==> config.mk <==
export PLATFORM = sky130hd
export DESIGN_NAME = key_inject_sched
export DESIGN_NICKNAME = d
export VERILOG_FILES = /design/src/rtl/kbd_pkg.sv /design/src/rtl/key_evt_fifo.sv /design/src/rtl/key_inject_sched.sv
export SDC_FILE = /design/constraint.sdc
export NUM_CORES = 1
export LEC_CHECK = 0
export BUFFER_PORTS_ARGS = -buffer_cell sky130_fd_sc_hd__buf_2
export CORE_MARGIN = 2
export CORE_UTILIZATION = 55
export CTS_CLUSTER_DIAMETER = 40
export DETAILED_ROUTE_END_ITERATION = 16
export GPL_ROUTABILITY_DRIVEN = 0
export HOLD_SLACK_MARGIN = 0.15
export PLACE_DENSITY = 0.78
export SKIP_CTS_REPAIR_TIMING = 1
export SYNTH_ARGS = -nofsm -noshare
export SYNTH_HDL_FRONTEND = slang
export SYNTH_SLANG_ARGS = --single-unit
==> constraint.sdc <==
create_clock -name clk_sys -period 3 [get_ports clk_sys]
set_clock_uncertainty 0.1 [all_clocks]
set_input_delay 0.6 -clock clk_sys [delete_from_list [all_inputs] [get_ports clk_sys]]
set_output_delay 0.6 -clock clk_sys [all_outputs]
set_load 0.01 [all_outputs]
==> src/rtl/kbd_pkg.sv <==
// Shared types and constants for the keyboard event scheduler.
// Macro words and live FIFO entries share one {rel, code} layout.
package kbd_pkg;

  typedef struct packed {
    logic       rel;
    logic [7:0] code;
  } macro_word_t;

  localparam logic [8:0] MACRO_END   = 9'h1FF;
  localparam logic [8:0] MACRO_PAUSE = 9'h000;
  localparam logic [7:0] SC_BREAK    = 8'hF0;
  localparam logic [7:0] SC_EXT      = 8'hE0;

  typedef enum logic [2:0] {
    ST_IDLE,
    ST_FETCH,
    ST_WAIT,
    ST_EMIT,
    ST_STEP,
    ST_ABORT_REL
  } state_t;

endpackage

==> src/rtl/key_evt_fifo.sv <==
// Synchronous FIFO of {rel, code} entries; head is readable combinationally, 1-cycle write-to-visible.
// Pushes while full are ignored unless a pop frees the slot in the same cycle.
module key_evt_fifo
  import kbd_pkg::*;
#(
  parameter int unsigned DEPTH = 4
) (
  input  logic        clk_sys,
  input  logic        reset_n,
  input  logic        push,
  input  macro_word_t push_dat,
  input  logic        pop,
  output macro_word_t pop_dat,
  output logic        full,
  output logic        empty
);

  localparam int AW = $clog2(DEPTH);

  macro_word_t mem [DEPTH];
  logic [AW:0] wr_ptr;
  logic [AW:0] rd_ptr;
  logic        do_push;
  logic        do_pop;

  assign empty   = (wr_ptr == rd_ptr);
  assign full    = (wr_ptr[AW] != rd_ptr[AW]) && (wr_ptr[AW-1:0] == rd_ptr[AW-1:0]);
  assign do_pop  = pop && !empty;
  assign do_push = push && (!full || do_pop);
  assign pop_dat = mem[rd_ptr[AW-1:0]];

  always_ff @(posedge clk_sys) begin
    if (do_push) mem[wr_ptr[AW-1:0]] <= push_dat;
  end

  always_ff @(posedge clk_sys or negedge reset_n) begin
    if (!reset_n) begin
      wr_ptr <= '0;
      rd_ptr <= '0;
    end else begin
      if (do_push) wr_ptr <= wr_ptr + 1'b1;
      if (do_pop)  rd_ptr <= rd_ptr + 1'b1;
    end
  end

endmodule

==> src/rtl/key_inject_sched.sv <==
// Arbitrates live PS/2 events and macro playback onto one key event port; live push->strobe 2 cycles.
// Live events buffer in a FIFO while a macro plays; overflow drops the new event and pulses ovf.
module key_inject_sched
  import kbd_pkg::*;
#(
  parameter int unsigned STEP_TICKS = 7000000,
  parameter int unsigned FIFO_DEPTH = 4,
  parameter int unsigned ADDR_W     = 6
) (
  input  logic              clk_sys,
  input  logic              reset_n,
  input  logic [65:0]       ps2_key,
  input  logic              macro_start,
  input  logic              macro_abort,
  output logic [ADDR_W-1:0] macro_addr,
  input  logic [8:0]        macro_data,
  output logic              key_stb,
  output logic [7:0]        key_code,
  output logic              key_release,
  output logic              busy,
  output logic              ovf
);

  localparam int CNT_W = $clog2(STEP_TICKS + 1);

  state_t             state;
  logic               tog_q;
  logic               live_evt;
  macro_word_t        live_word;
  logic               fifo_pop;
  logic               fifo_full;
  logic               fifo_empty;
  macro_word_t        fifo_head;
  macro_word_t        mword;
  logic [CNT_W-1:0]   step_cnt;
  logic               held;
  logic [7:0]         held_code;
  logic               stb_macro;
  logic               unused_bits;

  assign live_evt    = ps2_key[64] ^ tog_q;
  assign live_word   = {(ps2_key[15:8] == SC_BREAK),
                        ((ps2_key[63:24] != '0) ? 8'h00 : ps2_key[7:0])};
  assign unused_bits = ^{ps2_key[65], ps2_key[23:16]};

  // A pop straight after a macro strobe would put two sources back to back.
  assign fifo_pop = (state == ST_IDLE) && !macro_start && !fifo_empty && !(key_stb && stb_macro);
  assign ovf      = live_evt && fifo_full && !fifo_pop;

  key_evt_fifo #(.DEPTH(FIFO_DEPTH)) u_live_fifo (
    .clk_sys  (clk_sys),
    .reset_n  (reset_n),
    .push     (live_evt),
    .push_dat (live_word),
    .pop      (fifo_pop),
    .pop_dat  (fifo_head),
    .full     (fifo_full),
    .empty    (fifo_empty)
  );

  always_ff @(posedge clk_sys or negedge reset_n) begin
    if (!reset_n) tog_q <= 1'b0;
    else          tog_q <= ps2_key[64];
  end

  always_ff @(posedge clk_sys or negedge reset_n) begin
    if (!reset_n) begin
      state       <= ST_IDLE;
      macro_addr  <= '0;
      mword       <= '0;
      step_cnt    <= '0;
      held        <= 1'b0;
      held_code   <= '0;
      key_stb     <= 1'b0;
      key_code    <= '0;
      key_release <= 1'b0;
      busy        <= 1'b0;
      stb_macro   <= 1'b0;
    end else begin
      key_stb <= 1'b0;
      case (state)
        ST_IDLE: begin
          if (macro_start) begin
            macro_addr <= '0;
            step_cnt   <= '0;
            busy       <= 1'b1;
            state      <= ST_FETCH;
          end else if (fifo_pop) begin
            key_stb     <= 1'b1;
            key_code    <= fifo_head.code;
            key_release <= fifo_head.rel;
            stb_macro   <= 1'b0;
          end
        end
        ST_FETCH: state <= macro_abort ? ST_ABORT_REL : ST_WAIT;
        ST_WAIT: begin
          mword <= macro_data;
          state <= macro_abort ? ST_ABORT_REL : ST_EMIT;
        end
        ST_EMIT: begin
          if (mword == MACRO_END) begin
            if (held) state <= ST_ABORT_REL;
            else begin
              state <= ST_IDLE;
              busy  <= 1'b0;
            end
          end else if (mword == MACRO_PAUSE) begin
            state <= ST_STEP;
          end else begin
            key_stb     <= 1'b1;
            key_code    <= mword.code;
            key_release <= mword.rel;
            stb_macro   <= 1'b1;
            if (!mword.rel) begin
              held      <= 1'b1;
              held_code <= mword.code;
            end else if (mword.code == held_code) begin
              held <= 1'b0;
            end
            state <= ST_STEP;
          end
          if (macro_abort) state <= ST_ABORT_REL;
        end
        ST_STEP: begin
          if (macro_abort) begin
            state <= ST_ABORT_REL;
          end else if (step_cnt == CNT_W'(STEP_TICKS - 1)) begin
            step_cnt <= '0;
            // Running off the top of the RAM ends playback like an end marker.
            if (macro_addr == '1) begin
              if (held) state <= ST_ABORT_REL;
              else begin
                state <= ST_IDLE;
                busy  <= 1'b0;
              end
            end else begin
              macro_addr <= macro_addr + 1'b1;
              state      <= ST_FETCH;
            end
          end else begin
            step_cnt <= step_cnt + 1'b1;
          end
        end
        ST_ABORT_REL: begin
          if (held) begin
            key_stb     <= 1'b1;
            key_code    <= held_code;
            key_release <= 1'b1;
            stb_macro   <= 1'b1;
          end
          held     <= 1'b0;
          step_cnt <= '0;
          busy     <= 1'b0;
          state    <= ST_IDLE;
        end
        default: state <= ST_IDLE;
      endcase
    end
  end

endmodule
Yosys cells after proc, flatten, opt, wreduce, memory -nomap -nowiden
Memories as Yosys holds them, arrays and structs flattened.
Index checks and enable logic that the tools add are counted.

storage, ports and cells
  output and inout port bits = 18
  bits of input ports = 79
  memories = 1
  flip-flop bits (word level) = 69
  memory bits (writable) = 36

memories
  memory           depth  width  read ports  clocked after Yosys merged registers in  wr ports  RTL line            RTL
  u_live_fifo.mem  4      9      1           0                                        1         key_evt_fifo.sv:20  macro_word_t mem [DEPTH];

operators by class
  multiplexer cells = 57
  add/subtract/negate cells = 4
  equality and inequality tests = 26
  bitwise gates (word level) = 4
  reductions and logical operators = 30

operators with widths
  kind                                           number
  two-way mux 23 bit                             3
  case mux 23 bit (3 select lines)               1
  two-way mux 8 bit                              6
  nonzero test 40 bit                            1
  two-way mux 3 bit                              9
  two-way mux 1 bit                              26
  two-way mux 6 bit                              4
  case mux 8 bit (3 select lines)                1
  adder 23 x 1 -> 23 bit, second input constant  1
  == test 23 bit, second input constant          1
  != test 2 bit, second input constant           11
  case mux 3 bit (5 select lines)                1
  case mux 6 bit (2 select lines)                1
  AND reduction 6 bit                            2
  == test 9 bit, second input constant           1
  logical AND 1 bit                              9
  logical NOT 9 bit                              1
  case mux 1 bit (3 select lines)                3
  == test 8 bit                                  1
  == test 8 bit, second input constant           1
  AND reduction 4 bit                            2
  adder 3 x 1 -> 3 bit, second input constant    2
  adder 6 x 1 -> 6 bit, second input constant    1
  == test 3 x 2 -> 1 bit, second input constant  2
  20 further kinds                               30

Logic depth before layout (Yosys ltp)
  depth after elaboration = 9
  gate-level depth with buffers = 8
  mapped depth without buffers = 6

By module
From an unflattened synthesis, not the netlist that was laid out.

second synthesis, totals
  cells, all modules = 490
  area total of the unflattened synthesis = 5367.6 µm²

modules (own cells, without submodules)
  module            cells each  sequential area each (µm²)  area each (µm²)  instances
  key_inject_sched  396         1576.5                      3626.0           1
  key_evt_fifo      94          1231.2                      1741.7           1

Least setup slack after synthesis
OpenSTA, ideal clock, no wires.

  kind = register to register
  start = register state[0]
  end = memory u_live_fifo.mem[3][0] (netlist name), enable pin
  data arrival time = 1.723 ns
  buffers on the path = 2
  cell stages (with the launch flop) = 7
  required time = 2.555 ns
  path slack = 0.832 ns
  setup time = 0.345 ns
  cell sequence = dfrtp_1 > buf_2 > buf_2 > nor4_1 > nand2_1 > a31oi_2 > and2_1

on the way
  longest elaborated chain between the ends = 9

RTL lines
  element                                  RTL line                RTL
  start: declaration                       key_inject_sched.sv:26  state_t state;
  start signal: assignment                 key_inject_sched.sv:95  ST_FETCH: state <= macro_abort ? ST_ABORT_REL : ST_WAIT;
  start signal: assignment                 key_inject_sched.sv:98  state <= macro_abort ? ST_ABORT_REL : ST_EMIT;
  logical NOT 3 bit                        key_inject_sched.sv:47  assign fifo_pop = (state == ST_IDLE) && !macro_start && !fifo_empty && !(key_stb && stb_macro);
  logical AND 1 bit (3 in a row)           key_inject_sched.sv:47
  logical AND 1 bit                        key_evt_fifo.sv:28      assign do_pop = pop && !empty;
  logical OR 1 bit                         key_evt_fifo.sv:29      assign do_push = push && (!full || do_pop);
  logical AND 1 bit                        key_evt_fifo.sv:29
  two-way mux 1 bit                        key_evt_fifo.sv:33      if (do_push) mem[wr_ptr[AW-1:0]] <= push_dat;
  two-way mux 1 bit (not written as such)  key_evt_fifo.sv:33
  end: declaration                         key_evt_fifo.sv:20

Every way passes these cells.

Worst setup path after layout
  start = register state[2]
  end = output ovf

on the way
  longest elaborated chain between the ends = 6

RTL lines
  element                         RTL line                RTL
  logical NOT 3 bit               key_inject_sched.sv:47
  logical AND 1 bit (3 in a row)  key_inject_sched.sv:47
  logical NOT 1 bit               key_inject_sched.sv:48  assign ovf = live_evt && fifo_full && !fifo_pop;
  logical AND 1 bit               key_inject_sched.sv:48
  end: declaration                key_inject_sched.sv:21  output logic ovf

Every way passes these cells.

==> flow_metrics.py <==
metrics = {
    "run_status": {
        "outcome": "finished, final reports clean",
    },
    "detailed_routing": {
        "drtIter0Drc": 280,
        "dr.pass1.iters": 5,
        "vias": 4140,
        "drc": 0,
        "wl_per_cell_um": 16.8,
        "vias_per_cell": 6.01,
        "ant_nets": 0,
        "wirelength_um": 11600,
    },
    "clock_tree": {
        "cts_buffers": 9,
        "clk_latency_ns": 0.38,
        "clk_pin_slew_worst_paths_ns": 0.12,
        "root_buffer": "clkbuf_8",
        "tritoncts": "done",
        "htree_levels": 3,
        "clock_sinks": 105,
        "cts_buffer_depth": 2,
    },
    "layout": {
        "stdcell_count": 689,
        "final_cell_mix": "buf_2, dfrtp_1, nand2_1",
        "layout-drive-gt1-share": 0.268,
        "layout.nets": 641,
        "area_growth_syn_to_layout_pct": 15.0,
        "n_antenna_cell": 0,
        "seq_area_mm2": 0.00281,
        "final_common_cell": "buf_2",
        "fill_cells": 707,
        "multi_input_area_mm2": 0.00231,
    },
    "critical_path": {
        "cp_num_cells": 5,
        "cp_data_arrival_time_ns": 1.86,
        "rr_startpoint": "state[2]",
        "crit_path_max_fanout": 16,
        "r2r_end": "u_live_fifo.mem[3][3]",
        "required_ns": 2.30,
        "rrSetupSlack_ns": 0.53,
        "cp_top_family": "simple AND/OR/NAND/NOR gates",
        "critPathBufInv": 1,
        "cpPeakStageDelay_ns": 0.55,
        "start_kind": "flop",
        "rr_worst_depth": 4,
        "path_cells": "nor4_1, nand2_1, nand3_1, nor2_1, buf_2",
        "endpoint": "ovf",
        "crit_start": "state[2]",
        "end_kind": "output port",
        "critPathKind": "reg -> out",
        "slowest_stage": "dfrtp_1",
    },
    "logic_synthesis": {
        "post_synth.cell_area_avg_um2": 11.2,
        "synth_top_flop_cell": "dfrtp_1",
        "muxShareOfSynthArea": 0.0813,
        "syn-instance-count": 468,
        "synth_edf_count": 36,
        "synth-compound-area-share": 0.115,
        "synth_nets": 554,
        "ys_async_sr_fraction": 0.657,
        "ys_warn_count": 0,
        "ys_ff_latch": 105,
        "seq_area_frac_synth": 0.535,
        "synth_cell_types": 55,
        "synthSimpleGateAreaFrac": 0.195,
        "synth_area_mm2": 0.00525,
        "synth_xor_area_frac": 0.0334,
        "synthAdderAreaFrac": 0.0167,
        "synth_top_family_by_area": "simple AND/OR/NAND/NOR gates",
    },
    "timing": {
        "period_minus_slack_ns": 2.56,
        "finalSetupViolations": 0,
        "finalSetupTns_ns": 0,
        "finalCritPeriodShare": 0.852,
        "rsz0062_at_grt": "false",
        "layout_setup_ws_ns": 0.444,
        "clock.fmax_mhz": 391,
        "hold_violations": 0,
        "max-slew-margin-rel": 0.431,
        "worst_slew_pin_slew_ns": 0.853,
        "drv_slew": 0,
    },
    "min_path": {
        "hold_class": "in -> reg",
    },
    "grt": {
        "grt.overflow.total": 0,
        "grt_pass1_wl_um": 19200,
        "track_usage": 0.236,
        "grt_max_degree": 70,
        "antenna_found_initial": 0,
        "grt_pass1_vias": 4013,
    },
    "power": {
        "power.leakage_nw": 2.51,
        "combPwrFrac": 0.369,
        "p_int_mw": 3.03,
        "p_per_area_mw_per_mm2": 829,
        "power.total_mw": 5.00,
        "seqPwrFrac": 0.449,
        "ir_drop_v": 0.000380,
        "sw_frac_of_total": 0.395,
        "p_switching_mw": 1.97,
        "clock_power_share": 0.182,
    },
    "floorplanning": {
        "io_pins": 97,
        "core_mm2": 0.00924,
        "dieWidth_um": 102,
        "die_area_mm2": 0.0103,
        "start_util": 0.568,
        "rows": 35,
        "die_h_um": 102,
    },
    "flow_run": {
        "max_cap_viol_count": 0,
    },
    "place": {
        "dp_slack_ns": 0.446,
        "placed_cells": 673,
        "dp_hpwl_um": 8180,
        "port_buffers": 87,
    },
}
[area by class of cell]
cell class              instances  area share
inverters                       8     0.00498
multi-input cells             334       0.383
clock inverters                 7      0.0147
well taps                     129      0.0267
repair buffers                 97      0.0846
flip-flops and latches        105       0.465
clock buffers                   9      0.0205
[Yosys cell counts (2+ instances only)]
library cell,instances,area [um2]
xor2_1,13,114
a41oi_1,2,17.5
nor3b_1,2,15.0
ha_1,7,87.6
and3b_1,2,17.5
nand3b_1,2,15.0
a21oi_1,11,55.1
or3_1,3,18.8
xnor2_1,7,61.3
mux2_2,18,203
nand4_1,11,68.8
a21o_1,4,30.0
nand3_1,12,60.1
mux4_2,9,203
or4_1,5,37.5
o21ai_1,2,10.0
nand2b_1,5,31.3
a22oi_1,9,67.6
nor2_1,31,116
nor2b_1,2,12.5
edfxtp_1,36,1080
o21ai_0,19,95.1
a31oi_1,32,200
dfrtp_1,69,1730
inv_1,8,30.0
clkbuf_1,10,37.5
nor3_1,12,60.1
nor4_1,21,131
and3_1,7,43.8
and2_1,16,100
buf_2,10,50.1
or2_2,4,25.0
o31ai_1,6,45.0
and4_1,3,26.3
o21a_1,2,15.0
nand2_1,37,139
[registers in the layout, indices dropped and copies added (netlist names), 3 cells and up]
| name | cells |
|---|---|
| u_live_fifo.wr_ptr | 3 |
| key_code | 8 |
| state | 3 |
| macro_addr | 6 |
| held_code | 8 |
| step_cnt | 23 |
| u_live_fifo.mem | 36 |
| mword | 9 |
| u_live_fifo.rd_ptr | 3 |
[worst reg2reg max path: stages, from the launching register on]
cell and delay (ns):
dfrtp_1 0.55, nor4_1 0.42, nand2_1 0.19, a31oi_2 0.33, and2_1 0.53
[through the flow]
| stage | utilization | instance area (um2) | hold slack, ns |
|---|---|---|---|
| CTS | 0.653 | 6040 | 0.242 |
| finish | 0.653 | 6040 | 0.245 |
| floorplan | - | 5250 | 0.204 |
| global route | 0.653 | 6040 | 0.236 |
| global placement | 0.630 | 5820 | 0.364 |
| detailed placement | 0.630 | 5820 | 0.388 |
[metal layers]
metal | track usage | share of wire
met5 | 0 | 0
met4 | 0.0655 | 0.0093
met3 | 0.0455 | 0.055
met2 | 0.385 | 0.50
met1 | 0.327 | 0.44
[power by group through the flow]
stage	Combinational [mW]	Clock, mW	Sequential (mW)
finish	1.85	0.908	2.25
global route	2.05	0.972	2.31
CTS	1.85	0.926	2.24
detailed placement	1.83	0	2.27
global placement	1.75	0	2.24
floorplan	1.40	0	2.15
[worst min-delay path by stage]
stage	endpoint	start	slack, ns	cells past startpoint
after floorplan	busy	reset_n	0.20	0
after global placement	step_cnt[5]	step_cnt[5]	0.36	1
after detailed placement	stb_macro	stb_macro	0.39	2
after CTS	tog_q	ps2_key[64]	0.24	1
after global routing	tog_q	ps2_key[64]	0.24	1
final	tog_q	ps2_key[64]	0.24	1
[cells by family after synthesis]
group	count (synthesis)
flops	105
buf+inv	29
fa+ha+maj	7
compound gates	94
xor+xnor	20
mux	29
simple gates	184
Power figures use the tool's default switching activity.
